<file path="src/rtl/multicycle_ctrl_fsm.sv">
// multicycle_ctrl_fsm: FETCH/DECODE/EXEC/MEM/WB/JUMP sequencer for the multi-cycle datapath; ILLEGAL_TRAP_EN makes undefined opcodes halt.
module multicycle_ctrl_fsm #(
  parameter int MEM_TIMEOUT = 16
) (
  input  logic       clk,
  input  logic       reset,
  input  logic [5:0] op,
  input  logic [5:0] func_code,
  input  logic       alu_zero,
  input  logic       mem_ready,
  output logic       mem_req,
  output logic       mem_write,
  output logic       ir_write,
  output logic       pc_write,
  output logic       pc_write_cond,
  output logic [1:0] pc_src,
  output logic       alu_src_a,
  output logic [1:0] alu_src_b,
  output logic [3:0] alu_op,
  output logic       reg_write,
  output logic [1:0] reg_dst,
  output logic [1:0] mem_to_reg,
  output logic       busy,
  output logic       mem_err,
  output logic       illegal
);
  localparam logic [2:0] FETCH = 3'd0, DECODE = 3'd1, EXEC = 3'd2, MEM = 3'd3,
                         WB = 3'd4, JUMP = 3'd5, HALT = 3'd6;
  localparam logic [5:0] OP_R = 6'b000000, OP_ADDI = 6'b100011, OP_ANDI = 6'b001111,
                         OP_SUBI = 6'b110001, OP_MULI = 6'b111000, OP_ORI = 6'b001110,
                         OP_XORI = 6'b001100, OP_SLTI = 6'b001000, OP_BEQ = 6'b100000,
                         OP_BRG = 6'b100010, OP_BRL = 6'b100101, OP_BNE = 6'b000111,
                         OP_BRZ = 6'b000110, OP_LW = 6'b010001, OP_SW = 6'b011001,
                         OP_JA = 6'b110100, OP_JAL = 6'b111110, FN_JR = 6'b000001;
  localparam int CW = MEM_TIMEOUT > 1 ? $clog2(MEM_TIMEOUT) : 1;
  localparam logic [CW-1:0] LAST = CW'(MEM_TIMEOUT > 0 ? MEM_TIMEOUT - 1 : 0);
  localparam bit TO_EN = MEM_TIMEOUT > 0;
`ifdef ILLEGAL_TRAP_EN
  localparam bit TRAP = 1'b1;
  localparam logic [2:0] BAD_NEXT = HALT;
`else
  localparam bit TRAP = 1'b0;
  localparam logic [2:0] BAD_NEXT = FETCH;
`endif

  function automatic logic is_imm(input logic [5:0] o);
    return o inside {OP_ADDI, OP_ANDI, OP_SUBI, OP_MULI, OP_ORI, OP_XORI, OP_SLTI};
  endfunction

  function automatic logic is_br(input logic [5:0] o);
    return o inside {OP_BEQ, OP_BRG, OP_BRL, OP_BNE, OP_BRZ};
  endfunction

  function automatic logic is_jump(input logic [5:0] o);
    return o inside {OP_JA, OP_JAL};
  endfunction

  function automatic logic is_legal(input logic [5:0] o);
    return o == OP_R || is_imm(o) || is_br(o) || is_jump(o) || o == OP_LW || o == OP_SW;
  endfunction

  function automatic logic [3:0] imm_alu(input logic [5:0] o);
    case (o)
      OP_ANDI: return 4'b0011;
      OP_SUBI: return 4'b0001;
      OP_MULI: return 4'b0100;
      OP_ORI:  return 4'b0101;
      OP_XORI: return 4'b0110;
      OP_SLTI: return 4'b0111;
      default: return 4'b0000;
    endcase
  endfunction

  function automatic logic [3:0] br_alu(input logic [5:0] o);
    case (o)
      OP_BRG:  return 4'b1000;
      OP_BRL:  return 4'b1001;
      OP_BNE:  return 4'b1010;
      OP_BRZ:  return 4'b1011;
      default: return 4'b0001;
    endcase
  endfunction

  logic [2:0] state, state_n;
  logic [5:0] op_q, func_q;
  logic [CW-1:0] cnt;
  logic run, wait_st, timeout, ls, to_wb;
  logic unused_ok;

  assign unused_ok = alu_zero;
  assign wait_st = (state == FETCH && run) || state == MEM;
  assign timeout = TO_EN && wait_st && !mem_ready && cnt == LAST;
  assign ls = op_q == OP_LW || op_q == OP_SW;
  assign to_wb = (op_q == OP_R && func_q != FN_JR) || is_imm(op_q);

  // next-state selection; only FETCH/MEM look at mem_ready, only DECODE looks at op
  always_comb begin
    state_n = state;
    case (state)
      FETCH:   state_n = !run ? FETCH : mem_ready ? DECODE : timeout ? HALT : FETCH;
      DECODE:  state_n = !is_legal(op) ? BAD_NEXT : is_jump(op) ? JUMP : EXEC;
      EXEC:    state_n = ls ? MEM : to_wb ? WB : FETCH;
      MEM:     state_n = mem_ready ? (op_q == OP_SW ? FETCH : WB) : timeout ? HALT : MEM;
      WB:      state_n = FETCH;
      JUMP:    state_n = FETCH;
      HALT:    state_n = HALT;
      default: state_n = FETCH;
    endcase
  end

  // state, idle-after-reset flag, wait counter, latched instruction fields and sticky flags
  always_ff @(posedge clk or posedge reset) begin
    if (reset) begin
      state   <= FETCH;
      run     <= 1'b0;
      cnt     <= '0;
      op_q    <= '0;
      func_q  <= '0;
      mem_err <= 1'b0;
      illegal <= 1'b0;
    end else begin
      state   <= state_n;
      run     <= 1'b1;
      cnt     <= (state_n != state || !wait_st) ? '0 : cnt + 1'b1;
      mem_err <= mem_err | timeout;
      illegal <= (TRAP & illegal) | (state == DECODE && !is_legal(op));
      if (state == DECODE) begin
        op_q   <= op;
        func_q <= func_code;
      end
    end
  end

  // Moore control decode; ir_write/pc_write in FETCH are the only mem_ready-qualified strobes
  always_comb begin
    mem_req       = 1'b0;
    mem_write     = 1'b0;
    ir_write      = 1'b0;
    pc_write      = 1'b0;
    pc_write_cond = 1'b0;
    pc_src        = 2'b00;
    alu_src_a     = 1'b0;
    alu_src_b     = 2'b00;
    alu_op        = 4'b0000;
    reg_write     = 1'b0;
    reg_dst       = 2'b00;
    mem_to_reg    = 2'b00;
    busy          = !(state == FETCH && !run);
    case (state)
      FETCH: if (run) begin
        mem_req   = 1'b1;
        alu_src_b = 2'b01;
        ir_write  = mem_ready;
        pc_write  = mem_ready;
      end
      DECODE: alu_src_b = 2'b11;
      EXEC: begin
        alu_src_a = 1'b1;
        if (op_q == OP_R) begin
          alu_op   = 4'b0010;
          pc_write = func_q == FN_JR;
          pc_src   = func_q == FN_JR ? 2'b11 : 2'b00;
        end else if (is_imm(op_q)) begin
          alu_src_b = 2'b10;
          alu_op    = imm_alu(op_q);
        end else if (is_br(op_q)) begin
          pc_write_cond = 1'b1;
          pc_src        = 2'b01;
          alu_op        = br_alu(op_q);
        end else if (ls) begin
          alu_src_b = 2'b10;
        end
      end
      MEM: begin
        mem_req   = 1'b1;
        mem_write = op_q == OP_SW;
      end
      WB: begin
        reg_write  = 1'b1;
        reg_dst    = op_q == OP_R ? 2'b01 : 2'b00;
        mem_to_reg = op_q == OP_LW ? 2'b01 : 2'b00;
      end
      JUMP: begin
        pc_write = 1'b1;
        pc_src   = 2'b10;
        if (op_q == OP_JAL) begin
          reg_write  = 1'b1;
          reg_dst    = 2'b10;
          mem_to_reg = 2'b10;
          alu_op     = 4'b1100;
        end
      end
      default: ;
    endcase
  end
endmodule
</file>
<file path="config.mk">
export PLATFORM = sky130hd
export DESIGN_NAME = multicycle_ctrl_fsm
export DESIGN_NICKNAME = d
export VERILOG_FILES = /design/src/rtl/multicycle_ctrl_fsm.sv
export SDC_FILE = /design/constraint.sdc
export NUM_CORES = 1
export LEC_CHECK = 0
export CAP_MARGIN = 40
export CORE_ASPECT_RATIO = 0.6
export CORE_MARGIN = 10
export CORE_UTILIZATION = 26
export CTS_CLUSTER_SIZE = 10
export DETAILED_ROUTE_END_ITERATION = 10
export PLACE_DENSITY = 0.57
export SLEW_MARGIN = 25
export SYNTH_ARGS = -nofsm -noshare
export SYNTH_HDL_FRONTEND = slang
export SYNTH_SLANG_ARGS = --single-unit
</file>
<file path="constraint.sdc">
create_clock -name clk -period 2.1 [get_ports clk]
set_input_delay 0.42 -clock clk [delete_from_list [all_inputs] [get_ports clk]]
set_output_delay 0.42 -clock clk [all_outputs]
set_load 0.005 [all_outputs]
</file>
==> implementation parameters <==
Parameter                              Value

STA
  Max-slew violation count ... 0
  # setup viols final ... 11
  Worst Clk Skew ... between 0.003 and 0.004 ns
  RSZ-0062 raised after global routing ... yes
  Relative slew margins ... 0.651
  Fin crit share ... 1.25
  Final min period ... approximately 2.6 ns
  Setup slack of the critical path after layout ... -0.528 ns
  Endpoints failing hold ... 0
  Upper clock frequency limit ... around 380 MHz
  Measured slew at the worst slew-check pin ... between 0.5 and 0.6 ns
  Hold slack final ... about 0.48 ns

Global routing
  Wire length of the first global-routing pass ... about 8500 um
  Antenna violations before repair ... 0
  Pin count of the biggest net entering global routing ... 23
  Global-route usage over all layers ... 0.105
  Number of global-route vias before repair ... between 1500 and 2000
  Global route total overflow ... 0

Run
  # Max-Cap Violations ... 0

Synthesis
  Primary FF master, synth ... dfrtp_1
  Leading cell type by number of instances after synthesis ... nand2_1
  Number of standard cells after synthesis ... between 200 and 250
  Synth async-reset ratio ... 1.00
  Register bit count reported by yosys ... 22
  Top cell types by occurrence after synthesis ... 44 x nand2_1, 22 x dfrtp_1, 16 x nor2_1
  Portion of the post-synthesis area used by sequential elements ... 0.340
  Synth Area per Inst ... 7.93 um2
  Number of warning messages in the yosys log ... 0
  Distinct cell type count after synthesis ... between 50 and 60
  Top cells by area in the synthesized netlist ... dfrtp_1 34%, nand2_1 10%, a21oi_1 3.7%, nor2_1 3.7%, o21ai_0 3.4%
  Synth Net Count ... ~220
  Number of enable flip-flop cells after synthesis ... 0
  Area fraction of the dominant cell type after synthesis ... 0.340
  Area leader, netlist ... dfrtp_1
  Netlist area before placement ... roughly 0.0016 mm2

Final layout
  Number of diodes ... 0
  Final design utilization ... 0.476
  Fill cell count ... 605
  Cell Count, Final, Fillers Out ... about 400
  Share of final-layout standard cells stronger than drive strength 1 ... 0.455
  Synth-to-Final Area Change ... 78.8%
  Layout net count ... 330

Routing
  Detailed-route vias per instance ... 4.61
  Number of DRC markers after the initial detailed-route iteration ... 87
  Residual DRC count ... 0
  DRT antenna net count ... 0
  Routed length per instance ... roughly 14 um
  Total Wirelength ... approximately 5700 um
  Overall via count from detail_route ... about 1800
  Drt pass-1 iters ... 4

Placement
  Final weighted congestion in routability-driven placement ... around 0.82
  HPWL Detailed ... 3870 um
  Instance count after placement with tap cells included ... 360
  Number of port buffers ... 36

Die
  Horizontal extent of the die ... about 120 um
  Die H ... around 81 um
  Top-Level Pins ... 38
  Initial standard-cell utilization of the core ... 0.266
  Placeable core area ... 0.00608 mm2
  Die footprint ... 0.00988 mm2
  Cell row count ... 22

Setup path
  Critical Path Max Stage Delay ... ~0.55 ns
  Path type of the worst setup path ... reg2out
  Number of buffer and inverter instances along the worst setup path ... 2
  Capturing element type of the critical path ... output pin
  Cell-by-cell listing of the critical path ... or4b_4, nor3_4, or4b_4, buf_6, nand3_2, buf_6
  R2R setup slack ... 0.09 ns
  Critical path's top delay family ... simple AND/OR/NAND/NOR gates
  Critical path's slowest cell ... or4b_4
  Worst endpoint data arrival time ... around 2.2 ns
  Startpoint types ... flop
  Worst endpoint required time ... ~1.7 ns
  Maximum fanout along the worst path ... 2

Clock network
  Root buf cell ... clkbuf_8
  Number of hold buffers added after cts ... 0
  Later-pin clock latency in the skew report ... 0.27 ns
  Clock net sink count ... 22
  H-tree levels ... 1
  Number of buffers on the longest clock path ... 2
  Total CTS buffers ... 3
  TritonCTS clock tree ... built
  Register clock-pin slew on the reported worst setup and hold paths ... 0.09 ns

Status
  Failing checks ... negative setup slack
  Outcome ... finished with violations

Power and ir drop
  Leakage power ... 1.41 nW
  Pwr per Cell Area ... approximately 1000 mW/mm2
  Max rail drop VDD ... 0.327 mV

Hold path
  Tightest Hold Check Type ... in2async
==> registers in the layout (all words and copies together), names as in the netlist <==
signal / flops
cnt: 4
func_q: 6
illegal: 1
mem_err: 1
op_q: 6
run: 1
state: 3
==> cell usage in the layout (no fill, tap or decap), types with 5 or more instances in the layout <==
cell,Yosys,layout
buf_2,3,9
nor3_1,8,5
o21ai_0,11,6
dfrtp_1,22,19
nor2_1,16,12
nand2_1,44,42
nand2b_1,6,5
buf_4,1,61
inv_1,8,6
a21oi_1,12,9
buf_6,3,18
clkdlybuf4s50_1,0,20
==> routing by layer <==
metal  part of all wire  track usage  wire length (um)  vias to the layer above
met4             0.0048       0.0178                27                        0
met2               0.41        0.145              2340                       42
met3              0.055       0.0284               313                        5
met5                  0            0                 0                        -
li1                   -            -                 -                      929
met1               0.53        0.159              2970                      850
==> worst min-delay path, delay by kind of cell <==
kind | cells | cell delay [ns]
buf+inv | 3 | 0.72
==> final cells by class <==
| cell class | instances | area (um2) | area share |
|---|---|---|---|
| clock buffer | 3 | 41.3 | 0.0143 |
| clock inverter | 1 | 30.0 | 0.0104 |
| inverter | 8 | 33.8 | 0.0117 |
| multi-input combinational | 161 | 1120 | 0.388 |
| sequential | 22 | 554 | 0.192 |
| tap | 84 | 105 | 0.0363 |
| timing repair buffer | 117 | 1000 | 0.347 |
==> stage by stage <==
stage | cell area [um2] | power [mW] | setup slack (ns) | setup TNS, ns
5_1_grt | 2890 | 3.13 | -0.594 | -4.35
3_3_place_gp | 2370 | 1.82 | -0.503 | -2.80
4_1_cts | 2630 | 2.56 | -0.595 | -3.58
2_1_floorplan | 1620 | 1.24 | 0.100 | 0
3_5_place_dp | 2370 | 1.82 | -0.549 | -2.94
6_report | 2890 | 2.93 | -0.528 | -2.98
==> repair_timing <==
action                                  4_1_cts  5_1_grt
pin swaps                                    11       19
setup buffers                                17       22
endpoints found under the setup margin       19       20
hold endpoints to repair                      0        0
resized for setup                            67       53
==> path summary, 6_finish.rpt <==
path | cells past startpoint | end | start
worst max-delay path | 6 | pc_write | func_q[3]
worst min-delay path | 3 | func_q[4] | reset
worst max register to register | 9 | cnt[3] | op_q[0]
worst min register to register | 1 | cnt[0] | cnt[0]
max in group asynchronous | 3 | op_q[2] | reset
min in group clk | 1 | cnt[0] | cnt[0]
==> cell families (layout without fill, tap and decap cells) <==
group	Yosys count	count (layout)	synth area share
compound gates	43	43	0.176
flops	22	22	0.340
mux	1	1	0.00696
fa+ha+maj	1	1	0.00773
xor+xnor	6	6	0.0325
simple gates	109	109	0.367
buf+inv	21	129	0.0673
other cells	1	1	0.00232
==> power breakdown <==
group,total (mW),leakage (nW),internal [mW],switching [mW]
clock,0.406,0.0357,0.255,0.151
sequential,0.646,0.280,0.539,0.106
combinational,1.88,1.09,1.04,0.838
total,2.93,1.41,1.83,1.10
No activity file was read; power rests on OpenSTA's default activity.
